`src/rtl/corefft_inbuf_wr_ctrl.sv`:
```
// rtl/corefft_inbuf_wr_ctrl.sv - FFT input buffer write controller (stream to 512x64 LSRAM)
module corefft_inbuf_wr_ctrl #(
    parameter int LOG2N    = 9,
    parameter bit BITREV   = 1'b1,
    parameter bit SOF_SYNC = 1'b1
) (
    input  logic        CLK,
    input  logic        RST,
    input  logic        DATAI_VALID,
    input  logic [31:0] DATAI_RE,
    input  logic [31:0] DATAI_IM,
    input  logic        DATAI_SOF,
    output logic        DATAI_READY,
    input  logic        BUF_RELEASE,
    output logic [63:0] DI,
    output logic [8:0]  WADDR,
    output logic        WRB,
    output logic        FRAME_RDY,
    output logic        SOF_ERR
);

    typedef enum logic {
        ST_FILL = 1'b0,
        ST_FULL = 1'b1
    } state_t;

    localparam logic [LOG2N-1:0] CNT_ZERO = '0;
    localparam logic [LOG2N-1:0] CNT_ONE  = 1;
    localparam logic [LOG2N-1:0] CNT_LAST = '1;

    state_t            state_q, state_d;
    logic [LOG2N-1:0]  cnt_q, cnt_d;
    logic [63:0]       di_q, di_d;
    logic [8:0]        waddr_q, waddr_d;
    logic              wrb_q, wrb_d;
    logic              frame_rdy_q, frame_rdy_d;
    logic              sof_err_q, sof_err_d;

    logic              accept;
    logic              discard;
    logic              restart;
    logic [8:0]        cnt_addr;

    assign accept  = DATAI_VALID && (state_q == ST_FILL);
    assign discard = (cnt_q == CNT_ZERO) && SOF_SYNC && !DATAI_SOF;
    assign restart = (cnt_q != CNT_ZERO) && DATAI_SOF;

    // Buffer address for the current sample: natural or bit-reversed within LOG2N bits, upper bits zero
    always_comb begin
        cnt_addr = '0;
        for (int i = 0; i < LOG2N; i++) begin
            cnt_addr[i] = BITREV ? cnt_q[LOG2N-1-i] : cnt_q[i];
        end
    end

    // Next-state, counter and registered write-port values
    always_comb begin
        state_d     = state_q;
        cnt_d       = cnt_q;
        di_d        = di_q;
        waddr_d     = waddr_q;
        wrb_d       = 1'b0;
        frame_rdy_d = 1'b0;
        sof_err_d   = sof_err_q;
        case (state_q)
            ST_FILL: begin
                if (accept && !discard) begin
                    wrb_d = 1'b1;
                    di_d  = {DATAI_IM, DATAI_RE};
                    if (restart) begin
                        // Mid-frame SOF: start over at position 0; stale words get overwritten
                        waddr_d   = '0;
                        cnt_d     = CNT_ONE;
                        sof_err_d = 1'b1;
                    end else begin
                        waddr_d = cnt_addr;
                        if (cnt_q == CNT_LAST) begin
                            state_d = ST_FULL;
                            cnt_d   = CNT_ZERO;
                        end else begin
                            cnt_d = cnt_q + CNT_ONE;
                        end
                    end
                end
            end
            ST_FULL: begin
                // FRAME_RDY lags entry to FULL by one cycle so the final write has landed
                if (BUF_RELEASE) begin
                    state_d = ST_FILL;
                end else begin
                    frame_rdy_d = 1'b1;
                end
            end
            default: state_d = ST_FILL;
        endcase
    end

    // State and output registers with asynchronous reset
    always_ff @(posedge CLK or posedge RST) begin
        if (RST) begin
            state_q     <= ST_FILL;
            cnt_q       <= CNT_ZERO;
            di_q        <= '0;
            waddr_q     <= '0;
            wrb_q       <= 1'b0;
            frame_rdy_q <= 1'b0;
            sof_err_q   <= 1'b0;
        end else begin
            state_q     <= state_d;
            cnt_q       <= cnt_d;
            di_q        <= di_d;
            waddr_q     <= waddr_d;
            wrb_q       <= wrb_d;
            frame_rdy_q <= frame_rdy_d;
            sof_err_q   <= sof_err_d;
        end
    end

    assign DATAI_READY = (state_q == ST_FILL);
    assign DI          = di_q;
    assign WADDR       = waddr_q;
    assign WRB         = wrb_q;
    assign FRAME_RDY   = frame_rdy_q;
    assign SOF_ERR     = sof_err_q;

endmodule

```
`config.mk`:
```
export PLATFORM = sky130hd
export DESIGN_NAME = corefft_inbuf_wr_ctrl
export DESIGN_NICKNAME = d
export VERILOG_FILES = /design/src/rtl/corefft_inbuf_wr_ctrl.sv
export SDC_FILE = /design/constraint.sdc
export NUM_CORES = 1
export LEC_CHECK = 0
export ABC_AREA = 1
export CORE_AREA = 2 2 68 135
export CTS_CLUSTER_DIAMETER = 120
export DETAILED_ROUTE_END_ITERATION = 8
export DIE_AREA = 0 0 70 137
export GPL_ROUTABILITY_DRIVEN = 0
export PLACE_DENSITY = 0.78
export SLEW_MARGIN = 40
export SYNTH_ARGS = -nofsm -noshare
export SYNTH_HDL_FRONTEND = slang
export SYNTH_SLANG_ARGS = --single-unit
```
`constraint.sdc`:
```
create_clock -name CLK -period 3.3 [get_ports CLK]
set_input_delay 0.66 -clock CLK [delete_from_list [all_inputs] [get_ports CLK]]
set_output_delay 0.66 -clock CLK [all_outputs]
set_load 0.01 [all_outputs]
```
After elaboration in Yosys (flattened, before gate mapping)
Cells that the tools add are included.

$add $sub $neg: 1. Equal/unequal tests: 1. Mux-type cells: 11. Bitwise operators: 1. Reductions and logical operators: 10.

Operators with widths (number): 9-bit 2-to-1 mux (3); 9-bit by 1-bit adder with 9-bit output (second input constant) (1); 9-bit equality test (second input constant) (1); 9-bit logical NOT (1); 9-bit nonzero test (1); 1-bit 2-to-1 mux (7); 1-bit logical AND (4); 3-bit AND reduction (1); 1-bit logical NOT (2); 1-bit one-hot mux with 2 select lines (1); 2-bit AND reduction (1); 1-bit inverter (1).

Register bits: 86. Input port bits: 69. Word-level logic and storage cells: 31.

Depth between registers and ports, before layout
Word-level depth: 6. Gate-level depth with buffers: 11. Depth with buffers taken out: 11.

Worst setup path before layout
OpenSTA, ideal clock, no wires.

Path type: reg2reg. Start point: register cnt_q[0]. End point: register cnt_q[0]. Library setup time: 118 ps. Arrival: 1414 ps. Data required time: 3182 ps. Slack: 1768 ps. Cell stages (with the launch flop): 12. Clock period less this slack: 1532 ps. Cells stage by stage: dfrtp_1 > inv_1 > ha_1 > nand2_1 > nor2_4 > nand3_2 > nand2_2 > buf_6 > inv_8 > buf_6 > nand2_2 > o21ai_2.

Word-level cells in the longest chain between the ends: 5.

RTL lines: from (decl) (line 32) `logic [LOG2N-1:0] cnt_q, cnt_d;`; from (signal assigned) (line 110) `cnt_q <= cnt_d;`; branches (longest 5 deep; another with 9-bit by 1-bit adder with 9-bit output).

Parallel ways; which one is timed is not known. A chain may end at the register's enable or synchronous reset.

Final worst setup path
Start point: register state_q. End point: output port DATAI_READY.

Word-level cells in the longest chain between the ends: 1.

RTL lines: from (decl) (line 31) `state_t state_q, state_d;`; from (signal assigned) (line 109) `state_q <= state_d;`; 1-bit inverter (no source line); to (decl) (line 13) `output logic DATAI_READY,`.

No other way between the ends.

==> impl_results.md <==
- Max VDD drop: 0.0004514 V
- Fraction of the mapped netlist area in compound gates: 2.530%
- Cell area power density: 744.3 nW/um2
- Final design instance area without fill: 5349 um2
- Worst-path fanout max: 4
- Arr. time, crit path: 1.32 ns
- Transition time of the tightest slew-check pin: 0.5437 ns
- Count of yosys warnings during synthesis: 0
- Library cell with the largest summed area after synthesis: dfrtp_1
- Filler cell count in the final layout: 720
- Starting density of the core: 42.33%
- Sequential share of the synthesized area: 59.62%
- Initial DRC Count: 191
- Inserted Diodes: 0
- Required time of the worst setup path: 2.64 ns
- Buffers on Ports: 145
- Critical path's slowest cell: clkdlybuf4s50_1
- Number of hold violations in the final report: 0
- Number of maximum-capacitance constraint violations: 0
- Total standard cell area after synthesis: 3610 um2
- Final Hold Slack: 0.4775 ns
- Relative area change from synthesis to final layout: 48.18%
- Final critical-path setup slack: 1.317 ns
- Fmax: 504.3 MHz
- Vias after detailed routing: 3134
- Post-detailed-route count of antenna-violating nets: 0
- Placeable core area: 8528 um2
- Synthesized-area fraction occupied by and/or/nand/nor cells: 29.29%
- Postcts setup bufs: 0
- WL per Instance: 14.04 um
- CP peak stage delay: 0.54 ns
- Non-filler instance count after layout: 662
- Main combinational cell family by area after synthesis: simple AND/OR/NAND/NOR gates
- Syn avg cell area: 8.698 um2
- Number of global-route vias before repair: 3066
- Start-to-end type of the worst setup path: flop to output pin
- Post-CTS resize count: 0
- XOR/XNOR share of the synthesized area: 0.4853%
- Setup violators final: 0
- Chip height: 137 um
- Run status: complete, no violations
- Yosys cell types: 24
- Number of nets in the final layout: 629
- Post-Route Utilization: 62.72%
- #FFs+latches synth: 86
- Clock tree root driver cell: clkbuf_16
- Share of cells above drive strength 1: 6.228%
- Total number of clock tree sinks: 86
- Std cell rows: 48
- CTS tree: yes
- Fraction of post-synthesis cell area in the top cell type by area: 59.62%
- Hold Path Class: flop to flop
- Die area: 9590 um2
- Share of synthesized cell area in full adder, half adder and majority cells: 1.040%
- Total placed cells including tap cells: 646
- DR pass1 iterations: 6
- Largest net degree at the start of global routing: 72
- Setup WS pre-CTS: 1.126 ns
- Worst Skew: 0.006635 ns
- DRC viols: 0
- Final period util: 60.09%
- Kind of end point of the critical path: output pin
- Total routing usage reported by global routing: 19.73%
- Number of pins with negative max-slew slack in the final report: 0
- Die Wd: 70 um
- Buf+Inv Stages, Crit Path: 2
- Gate family responsible for the most delay along the worst path: buffers and inverters
- Min Clock Period, post-route: 1.983 ns
- Worst-case headroom to the max-slew limit: 63.71%
- Final setup TNS: 0 ns
- Instance area at placement: 5047 um2
- Number of instances in the synthesized netlist: 415
- Clock latency reported for the late side of the worst-skew pair: 0.33 ns
- Congestion Overflow GR: 0
- Depth of the CTS H-tree: 3
- Routed via count divided by cell count: 4.734
- Clock Pin Slew Worst Setup and Hold Paths: 0.06 ns
- Kind of launch point of the worst setup path: flop
- Count of boundary I/O pins: 146
- Number of buffers inserted during clock tree synthesis: 9
- Total half-perimeter wirelength after legalization and detailed placement: 6859 um
- RSZ-0062 raised after global routing: no
- Post-synthesis mux area share: 0%
- Overall routed net length: 9293 um
- Leakage power total: 2.631 nW
- Ordered list of cells on the worst path: inv_1, clkdlybuf4s50_1
- Global-route wire length before repair: 14540 um
- Buffer levels on the longest clock path: 2
- Number of hold buffers added after cts: 0
- Total chip power: 3.981 mW
- Syn nets: 487
- Cells taking the most area after synthesis: dfrtp_1 60%, nand2_1 25%, buf_6 3.1%
- Number of antenna violations at the first check in global routing: 0
cells in the mapped netlist (all sizes together):
cell	n
or2	1
buf	19
ha	3
o22ai	1
clkinv	1
o21ai	14
nand3	8
nand2	246
xor2	2
inv	17
o21bai	1
dfrtp	86
nor2	15
nand4	1
flip-flops by register name, indices dropped and copies added, names as in the netlist:
| name | cells |
|---|---|
| WADDR | 9 |
| SOF_ERR | 1 |
| cnt_q | 9 |
| FRAME_RDY | 1 |
| DI | 64 |
| state_q | 1 |
| WRB | 1 |
power by group:
group	internal [mW]	leakage (nW)	total [mW]	switching, mW
clock network	0.624	0.152	1.01	0.385
logic	0.728	1.40	1.44	0.708
registers	1.35	1.08	1.54	0.187
total	2.70	2.63	3.98	1.28
worst min-delay path: stages, from the launching register on:
cell,delay (ns)
dfrtp_1,0.34
nand2_1,0.05
nand2_1,0.05
kinds of logic (layout without fill, tap and decap cells):
| logic type | Yosys count | count (layout) |
|---|---|---|
| flops | 86 | 86 |
| buf+inv | 37 | 184 |
| simple gates | 271 | 271 |
| xor+xnor | 2 | 2 |
| fa+ha+maj | 3 | 3 |
| compound gates | 16 | 16 |
metal layers:
layer	part of all wire, %	global-route usage (%)	vias up
met3	3.8	4.713	19
met2	58	36.88	110
met1	35	20.08	1474
li1	-	-	1531
met5	0	0	-
met4	2.7	9.936	0
path summary, 6_finish.rpt:
check / cells past startpoint / slack [ns] / start / to
max: 2 / 1.32 / state_q / DATAI_READY
min: 2 / 0.48 / DI[57] / DI[57]
max reg2reg: 11 / 1.36 / cnt_q[1] / cnt_q[4]
min reg2reg: 2 / 0.48 / DI[57] / DI[57]
max in group asynchronous: 3 / 1.86 / RST / DI[47]
min in group asynchronous: 2 / 0.69 / RST / DI[60]
placed cells by master, fill, tap and decap left out, types with 3 or more instances in the layout:
master and count:
clkinv_2 5, nand2_1 242, nor2_1 13, nand3_1 7, o21ai_0 11, ha_1 3
clkbuf_16 9, buf_4 5, clkdlybuf4s50_1 145, inv_1 13, nand2_2 4, dfrtp_1 86
cell type report:
class	instances	area, um2	share of cell area (%)
clock buffers	12	256.5	4.795
clock inverters	4	45.04	0.8421
inverters	18	77.57	1.450
multi-input cells	292	1204	22.50
flip-flops and latches	86	2152	40.23
well taps	100	125.1	2.339
repair buffers	150	1489	27.84
(Power assumes the default switching activity.)
